### src/rtl/ex_stage_exmem.sv
// ex_stage_exmem: execute stage plus EX/MEM pipeline register of a 5-stage
// MIPS-style pipeline. Selects the operands, runs the ALU, picks the write-back
// register and computes the branch target. A DW-iteration shift-add multiplier
// (aluc=101) holds the stage busy while it runs.
//
// Optional build macro: FORWARD_EN adds rs/rt operand forwarding from this
// stage's own EX/MEM result and from the write-back stage.
//
// Ports:
//   clk, rst (sync, active high), flush (sync squash of EX/MEM and any MUL)
//   in_valid, Branch, MemRead, MemtoReg, MemWrite, ALUSrc, RegWrite, RegDest,
//   aluc[2:0], Read_out1/Read_out2/Signextended/incinst[DW-1:0], addr1/addr2[4:0]
//   FORWARD_EN only: addr_rs[4:0], wb_RegWrite, wb_rd[4:0], wb_data[DW-1:0]
//   busy: MUL in progress, upstream must hold ID/EX
//   valid_out, BranchOut, MemReadOut, MemtoRegOut, MemWriteOut, RegWriteOut,
//   zeroOut, aluResultOut, storeDataOut, branchTargetOut, destRegOut
module ex_stage_exmem #(
  parameter int unsigned DW = 32
) (
  input  logic          clk,
  input  logic          rst,
  input  logic          flush,
  input  logic          in_valid,
  input  logic          Branch,
  input  logic          MemRead,
  input  logic          MemtoReg,
  input  logic          MemWrite,
  input  logic          ALUSrc,
  input  logic          RegWrite,
  input  logic          RegDest,
  input  logic [2:0]    aluc,
  input  logic [DW-1:0] Read_out1,
  input  logic [DW-1:0] Read_out2,
  input  logic [DW-1:0] Signextended,
  input  logic [DW-1:0] incinst,
  input  logic [4:0]    addr1,
  input  logic [4:0]    addr2,
`ifdef FORWARD_EN
  input  logic [4:0]    addr_rs,
  input  logic          wb_RegWrite,
  input  logic [4:0]    wb_rd,
  input  logic [DW-1:0] wb_data,
`endif
  output logic          busy,
  output logic          valid_out,
  output logic          BranchOut,
  output logic          MemReadOut,
  output logic          MemtoRegOut,
  output logic          MemWriteOut,
  output logic          RegWriteOut,
  output logic          zeroOut,
  output logic [DW-1:0] aluResultOut,
  output logic [DW-1:0] storeDataOut,
  output logic [DW-1:0] branchTargetOut,
  output logic [4:0]    destRegOut
);

  localparam int unsigned CW     = (DW > 1) ? $clog2(DW) : 1;
  localparam logic [2:0]  OP_MUL = 3'b101;

  typedef enum logic {S_IDLE = 1'b0, S_MUL = 1'b1} state_t;

  state_t        r_state;
  state_t        w_state_nxt;
  logic          w_issue;
  logic          w_capture;
  logic          w_finish;
  logic          w_mul_step;

  logic [DW-1:0] w_rs_val;
  logic [DW-1:0] w_rt_val;
  logic [DW-1:0] w_op_a;
  logic [DW-1:0] w_op_b;
  logic [DW-1:0] w_alu;
  logic [DW-1:0] w_target;
  logic [4:0]    w_dest;

  logic [DW-1:0] r_mcand;
  logic [DW-1:0] r_mplier;
  logic [DW-1:0] r_acc;
  logic [CW-1:0] r_cnt;
  logic [DW-1:0] w_acc_step;
  logic          w_mul_last;

  logic [4:0]    r_cap_ctl;
  logic [4:0]    r_cap_dest;
  logic [DW-1:0] r_cap_target;
  logic [DW-1:0] r_cap_store;

  // Operand sourcing: register-file values, optionally overridden by bypass.
`ifdef FORWARD_EN
  logic w_exm_ok;
  assign w_exm_ok = valid_out & RegWriteOut & ~MemReadOut;

  always_comb begin
    w_rs_val = Read_out1;
    if (addr_rs != 5'd0) begin
      if (w_exm_ok && (destRegOut == addr_rs))
        w_rs_val = aluResultOut;
      else if (wb_RegWrite && (wb_rd == addr_rs))
        w_rs_val = wb_data;
    end
  end

  always_comb begin
    w_rt_val = Read_out2;
    if (addr1 != 5'd0) begin
      if (w_exm_ok && (destRegOut == addr1))
        w_rt_val = aluResultOut;
      else if (wb_RegWrite && (wb_rd == addr1))
        w_rt_val = wb_data;
    end
  end
`else
  assign w_rs_val = Read_out1;
  assign w_rt_val = Read_out2;
`endif

  assign w_op_a   = w_rs_val;
  assign w_op_b   = ALUSrc ? Signextended : w_rt_val;
  assign w_dest   = RegDest ? addr2 : addr1;
  assign w_target = incinst + (Signextended << 2);

  // Single-cycle ALU; MUL results come from the iterative unit instead.
  always_comb begin
    w_alu = '0;
    case (aluc)
      3'b000:  w_alu = w_op_a & w_op_b;
      3'b001:  w_alu = w_op_a | w_op_b;
      3'b010:  w_alu = w_op_a + w_op_b;
      3'b011:  w_alu = ~(w_op_a | w_op_b);
      3'b100:  w_alu = w_op_a ^ w_op_b;
      3'b110:  w_alu = w_op_a - w_op_b;
      3'b111:  w_alu = DW'($signed(w_op_a) < $signed(w_op_b));
      default: w_alu = '0;
    endcase
  end

  // Shift-add: the last iteration's partial sum goes straight into EX/MEM.
  assign w_acc_step = r_acc + (r_mplier[0] ? r_mcand : '0);
  assign w_mul_last = (r_cnt == CW'(DW - 1));

  // FSM next state and per-edge load decisions; flush squashes everything.
  always_comb begin
    w_state_nxt = r_state;
    w_issue     = 1'b0;
    w_capture   = 1'b0;
    w_finish    = 1'b0;
    w_mul_step  = 1'b0;
    case (r_state)
      S_IDLE: begin
        if (in_valid) begin
          if (aluc == OP_MUL) begin
            w_capture   = 1'b1;
            w_state_nxt = S_MUL;
          end else begin
            w_issue = 1'b1;
          end
        end
      end
      S_MUL: begin
        w_mul_step = 1'b1;
        if (w_mul_last) begin
          w_finish    = 1'b1;
          w_state_nxt = S_IDLE;
        end
      end
      default: w_state_nxt = S_IDLE;
    endcase
    if (flush) begin
      w_state_nxt = S_IDLE;
      w_issue     = 1'b0;
      w_capture   = 1'b0;
      w_finish    = 1'b0;
      w_mul_step  = 1'b0;
    end
  end

  // State register; busy mirrors the registered state.
  always_ff @(posedge clk) begin
    if (rst) begin
      r_state <= S_IDLE;
      busy    <= 1'b0;
    end else begin
      r_state <= w_state_nxt;
      busy    <= (w_state_nxt == S_MUL);
    end
  end

  // Multiplier datapath and captured MUL instruction context.
  always_ff @(posedge clk) begin
    if (rst) begin
      r_mcand      <= '0;
      r_mplier     <= '0;
      r_acc        <= '0;
      r_cnt        <= '0;
      r_cap_ctl    <= '0;
      r_cap_dest   <= '0;
      r_cap_target <= '0;
      r_cap_store  <= '0;
    end else if (flush) begin
      r_cnt <= '0;
    end else if (w_capture) begin
      r_mcand      <= w_op_a;
      r_mplier     <= w_op_b;
      r_acc        <= '0;
      r_cnt        <= '0;
      r_cap_ctl    <= {Branch, MemRead, MemtoReg, MemWrite, RegWrite};
      r_cap_dest   <= w_dest;
      r_cap_target <= w_target;
      r_cap_store  <= w_rt_val;
    end else if (w_mul_step) begin
      r_acc    <= w_acc_step;
      r_mcand  <= r_mcand << 1;
      r_mplier <= r_mplier >> 1;
      r_cnt    <= w_mul_last ? '0 : r_cnt + CW'(1);
    end
  end

  // EX/MEM register: bubbles clear valid and controls but keep the data.
  always_ff @(posedge clk) begin
    if (rst) begin
      valid_out       <= 1'b0;
      BranchOut       <= 1'b0;
      MemReadOut      <= 1'b0;
      MemtoRegOut     <= 1'b0;
      MemWriteOut     <= 1'b0;
      RegWriteOut     <= 1'b0;
      zeroOut         <= 1'b0;
      aluResultOut    <= '0;
      storeDataOut    <= '0;
      branchTargetOut <= '0;
      destRegOut      <= '0;
    end else if (w_issue) begin
      valid_out       <= 1'b1;
      BranchOut       <= Branch;
      MemReadOut      <= MemRead;
      MemtoRegOut     <= MemtoReg;
      MemWriteOut     <= MemWrite;
      RegWriteOut     <= RegWrite;
      zeroOut         <= (w_alu == '0);
      aluResultOut    <= w_alu;
      storeDataOut    <= w_rt_val;
      branchTargetOut <= w_target;
      destRegOut      <= w_dest;
    end else if (w_finish) begin
      valid_out       <= 1'b1;
      {BranchOut, MemReadOut, MemtoRegOut, MemWriteOut, RegWriteOut} <= r_cap_ctl;
      zeroOut         <= (w_acc_step == '0);
      aluResultOut    <= w_acc_step;
      storeDataOut    <= r_cap_store;
      branchTargetOut <= r_cap_target;
      destRegOut      <= r_cap_dest;
    end else begin
      valid_out   <= 1'b0;
      BranchOut   <= 1'b0;
      MemReadOut  <= 1'b0;
      MemtoRegOut <= 1'b0;
      MemWriteOut <= 1'b0;
      RegWriteOut <= 1'b0;
    end
  end

endmodule

### config.mk
export PLATFORM = sky130hd
export DESIGN_NAME = ex_stage_exmem
export DESIGN_NICKNAME = d
export VERILOG_FILES = /design/src/rtl/ex_stage_exmem.sv
export SDC_FILE = /design/constraint.sdc
export NUM_CORES = 1
export LEC_CHECK = 0
export ABC_AREA = 1
export CELL_PAD_IN_SITES_DETAIL_PLACEMENT = 0
export CELL_PAD_IN_SITES_GLOBAL_PLACEMENT = 1
export CORE_MARGIN = 2
export CORE_UTILIZATION = 40
export DETAILED_ROUTE_END_ITERATION = 7
export GPL_TIMING_DRIVEN = 0
export PLACE_DENSITY = 0.94
export SYNTH_ARGS = -nofsm -noshare
export SYNTH_HDL_FRONTEND = slang
export SYNTH_SLANG_ARGS = --single-unit
export TNS_END_PERCENT = 30
### constraint.sdc
create_clock -name clk -period 3.3 [get_ports clk]
set_input_delay 0.495 -clock clk [delete_from_list [all_inputs] [get_ports clk]]
set_output_delay 0.495 -clock clk [all_outputs]
set_load 0.005 [all_outputs]
======== After elaboration in Yosys (flattened, before gate mapping) ========
Index checks and enable logic that the tools add are counted.
W data, S select, Z words.
storage, ports and cells
  flip-flop bits (word level) ............. 284
  output and inout bits ................... 109
  logic and storage cells ................. 97
cells by class
  bitwise gates (word level) .............. 6
  equal/unequal tests ..................... 8
  add/sub/neg operators ................... 5
  reduce and logical (&&, ||, !) cells .... 9
  $lt $le $gt $ge ......................... 1
  muxes and demuxes ....................... 48
operators by type and width
  operator               number
  $mux W32               14
  $pmux W32 S7           1
  $add A32 B32 Y32       3
  $logic_not A32 Y1      2
  $and A32 B32 Y32       1
  $lt A32 B32 Y1         1
  $not A32 Y32           1
  $or A32 B32 Y32        1
  $sub A32 B32 Y32       1
  $xor A32 B32 Y32       1
  $mux W1                28
  $mux W5                4
  $eq A3 B3 Y1 const B   4
  $eq A3 B2 Y1 const B   2
  $add A5 B1 Y5 const B  1
  $eq A5 B5 Y1 const B   1
  $reduce_and A2 Y1      2
  $reduce_bool A2 Y1     2
  $eq A3 B1 Y1 const B   1
  $logic_not A3 Y1       1
  $reduce_or A3 Y1       1
  $not A1 Y1             2
  $pmux W1 S2            1
  $reduce_or A2 Y1       1

======== Logic depth before layout (Yosys ltp) ========
  word-level depth ........................ 7
  gate-level depth with buffers ........... 27

======== Least setup slack after synthesis ========
OpenSTA, ideal clock, no wires.
  kind .................................... input-to-reg
  start point ............................. input port ALUSrc
  end point ............................... register zeroOut
  path slack .............................. 267 ps
  arrival time ............................ 2977 ps
  stages on the path ...................... 27
  path buffers ............................ 2
  path through ............................ clkbuf_1 > clkbuf_1 > nand2_1 > o21ai_0 > inv_1 > ha_1 > inv_1 > fa_1 > inv_1 > nand3_1 > nand2_1 > nand2_1 > nand2_1 > nand2_1 > nand3_1 > nand2_1 > nand2_1 > nor2_1 > nor2_1 > nand2_1 > nor2_1 > nand2_1 > nor2_1 > nand3_1 > nand3_1 > nand2_1 > inv_1
on the way
  cells in the longest elaborated chain, start to end .. 6
RTL lines
  item                                                      line  source
  start: declaration                                        28    input logic ALUSrc,
  $mux W32 *                                                120   assign w_op_b = ALUSrc ? Signextended : w_rt_val;
  branches (longest 2 deep; another with $sub A32 B32 Y32)  n/a
  $pmux W32 S7 *                                            127   case (aluc)
  $logic_not A32 Y1 *                                       241   zeroOut <= (w_alu == '0);
  $mux W1 *                                                 234   end else if (w_issue) begin
  end signal: assignment                                    241
  end signal: assignment                                    249   zeroOut <= (w_acc_step == '0);
  end: declaration                                          51    output logic zeroOut,
Every way passes the cells marked *.
A chain may end at the register's enable or synchronous reset.

======== Worst setup path after layout ========
  start point ............................. input port aluc[2]
  end point ............................... register zeroOut
on the way
  cells in the longest elaborated chain, start to end .. 6
RTL lines
  item                                                  line  source
  start: declaration                                    31    input logic [2:0] aluc,
  branches (longest 6 deep; another with $pmux W32 S7)  n/a
Parallel ways; which one is timed is not known.

==> out/results.tsv <==
metric	value	unit
run status	finished, violations left	
failing checks	setup timing	
Core Util, Final	0.514	
# DRC	0	
CP max stage delay	0.78	ns
clk slew on worst S/H paths	0.06	ns
Die Y	238	microns
worst setup margin	-0.0433	ns
final number of hold-violating endpoints	0	
Final setup viols	1	
crit path DAT	3.81	ns
Clk Tree Root Cell	clkbuf_16	
synthesis-to-layout area growth	26.7	%
Ports	261	
Post-DP HPWL	82300	microns
Port Buffers	259	
Pre-Repair DR Iteration Count	6	
GRT Residual Overflow	0	
crit-path cells	clkdlybuf4s50_1 -> inv_2 -> nor2_1 -> clkbuf_1 -> o21ai_0 -> nor2_1 -> nor2_1 -> nand2_1 -> nor2_1 -> nand2_1 -> nor2_4 -> nand3_4 -> nand3_2 -> nand2_1 -> inv_1	
fmax	299	MHz
initial drt markers	2791	
post-route ant nets	0	
Leak	13.2	nW
critical path's top delay family	buffers and inverters	
crit path kind	input pin to register	
vias in the first global route	23500	
Die ar.	56900	sq um
drt wl/cell	21.4	microns
deepest clock path buffer count	3	
Clock Latency Late Sink	0.57	ns
Num CTS Buffers	34	
worst hold slack	0.357	ns
area occupied by multi-input gates	14600	sq um
hold_buf cts	0	
first-pass GRT wire length	146000	microns
Required @ worst endpoint	3.76	ns
Crit-path slowest cell	clkdlybuf4s50_1	
Vias	25700	
placed cell area	25500	sq um
die width	238	microns
Non-Filler Instances	4701	
fin nets	4295	
final period utilization	1.01	
mapped cell area	22000	sq um
CP dominant cell by count	nor2_1	
Setup Skew	0.0208	ns
synthesized area per cell	6.00	sq um
largest net degree at the start of global routing	14	
CTS tree	built	
Crit path buffers/inverters	4	
max-capacitance violation count	0	
initial antenna violation count	6	
All-Layer GR Usage	0.342	
Power Dens Cells	381	nW/um^2
Seq. cell area	5690	sq um
sequential-to-total area share from yosys stat	0.259	
post-synthesis cell type count	45	
Net Count, Synth	3983	
fillcell total	5606	
Placed Cells	4621	
dpl ws	-2.14	ns
Min Clock Period, post-route	3.34	ns
Least-Margin Pin Slew	1.04	ns
Non-Filler Cell Area, Final	27900	sq um
Yosys reg bits	284	
CORE AREA	54100	sq um
Cells after Synth	3666	
gpl congestion	1.04	
clock sink count	284	
Synthesis Warnings	0	
pins over their slew limit	0	
vias per cell	5.48	
HP Class	input pin to register	
IR drop worst, VDD	0.338	mV
Worst slew margin	0.310	
CP endpoint kind	register	
Row Count	85	
worst-path maximum fanout	10	
layout cells sized above 1	0.0904	
H-tree Lvls	2	
Startpoint Class	input pin	
Starting Density	0.406	
WL final	101000	microns
-- worst register-to-register path: stages (launching register included) --
cell	delay, ns
dfxtp_1	0.36
inv_1	0.07
nor2_2	0.60
inv_1	0.23
nor2_1	0.44
clkbuf_1	0.58
buf_2	0.43
nand2_1	0.09
a21oi_1	0.23
-- synth_stat cells, drive strengths merged --
cell,count,area (sq um)
and2,9,56.3
nor4,5,31.3
inv,515,1930
nand4,25,156
o21ai,181,910
o211ai,15,113
xnor2,10,87.6
a22oi,31,233
buf,69,372
nor2,361,1370
nand3b,4,30.0
ha,161,2010
fa,4,80.1
a31oi,112,701
a22o,1,8.76
clkinv,1,3.75
and3,5,31.3
a211oi,8,60.1
a21oi,212,1060
dfxtp,284,5690
a221oi,39,342
nor3,22,120
o21bai,10,75.1
xor2,28,245
o21a,4,30.0
clkbuf,91,342
a21o,11,82.6
mux2,5,56.3
nand2,1207,4540
a21boi,1,7.51
or2,12,75.1
o22ai,13,81.3
nand3,210,1060
-- routing by layer --
layer | vias to the layer above | global-route usage | part of all wire
met5 | - | 0 | 0.00090
met4 | 10 | 0.158 | 0.055
met3 | 259 | 0.0576 | 0.093
met2 | 1272 | 0.544 | 0.44
met1 | 11800 | 0.452 | 0.42
li1 | 12400 | - | -
-- layout by cell type, fill, tap and decap left out, types with 17 or more instances in the layout --
master           Yosys  layout
nor2_1             356     314
o21ai_0            175     140
a21oi_1            212     205
inv_2                6      17
nand3_2              1      30
inv_1              509     495
clkbuf_16            0      35
a22oi_1             31      31
nand3_1            209     171
a221oi_1            39      39
buf_4                6      29
o21ai_4              0      27
xor2_1              28      28
nand2_2              2      39
a31oi_1            112     112
clkdlybuf4s50_1      0     238
ha_1               161     160
nor2_2               5      33
dfxtp_1            284     283
nand4_1             25      25
nand2_1           1204    1165
clkbuf_1            91      85
buf_2               48      37
-- cell type report --
class	instances	area share
repair buffers	277	0.0989
multi-input cells	2706	0.525
diodes	2	0.000180
clock buffers	48	0.0357
inverters	516	0.0699
flip-flops and latches	284	0.204
well taps	696	0.0313
plain buffers	159	0.0291
clock inverters	13	0.00624
-- repair_timing --
action / in CTS / in global routing
buffers inserted: 6 / 12
resized for setup: 166 / 177
setup endpoints to repair: 29 / 1
pin swaps: 13 / 28
-- metrics by stage --
stage,power (mW),setup TNS (ns)
2_1_floorplan,5.20,0
3_3_place_gp,6.38,-52.97
3_5_place_dp,6.38,-55.97
4_1_cts,10.4,0
5_1_grt,11.0,-0.0310
6_report,10.6,-0.0433
-- report_power, final --
part / internal, mW / total [mW] / switching [mW]
combinational: 1.05 / 3.06 / 2.00
clock: 2.29 / 3.94 / 1.65
sequential: 3.53 / 3.62 / 0.0849
total: 6.87 / 10.6 / 3.74
-- registers in the layout (all words and copies together) (netlist names) --
name and cells:
r_cap_ctl 5, valid_out 1, r_state 1, zeroOut 1, MemWriteOut 1, MemtoRegOut 1
r_cnt 5, r_cap_target 32, r_cap_store 32, branchTargetOut 32, aluResultOut 32, r_cap_dest 5
r_acc 32, MemReadOut 1, destRegOut 5, r_mcand 32, r_mplier 32, RegWriteOut 1
storeDataOut 32, BranchOut 1
-- path summary, 6_finish.rpt --
kind	slack [ns]	depth (start not counted)	startpoint	endpoint
max	-0.04	15	aluc[2]	zeroOut$_SDFFE_PP0P_
min	0.36	3	Read_out2[12]	r_cap_store[12]$_SDFFE_PP0P_
max reg2reg	0.17	8	r_state$_SDFF_PP0_	RegWriteOut$_SDFF_PP0_
min reg2reg	0.46	2	r_cap_dest[0]$_SDFFE_PP0P_	r_cap_dest[0]$_SDFFE_PP0P_
-- cell families after synthesis --
group                    count (synthesis)  share of synthesized area
buffers and inverters                  676                      0.121
AO/OA/AOI/OAI                          638                      0.168
AND/OR/NAND/NOR                       1860                      0.340
flip-flops                             284                      0.259
adder cells (fa/ha/maj)                165                     0.0952
XOR/XNOR                                38                     0.0151
multiplexers                             5                    0.00256
(Power assumes the default switching activity.)
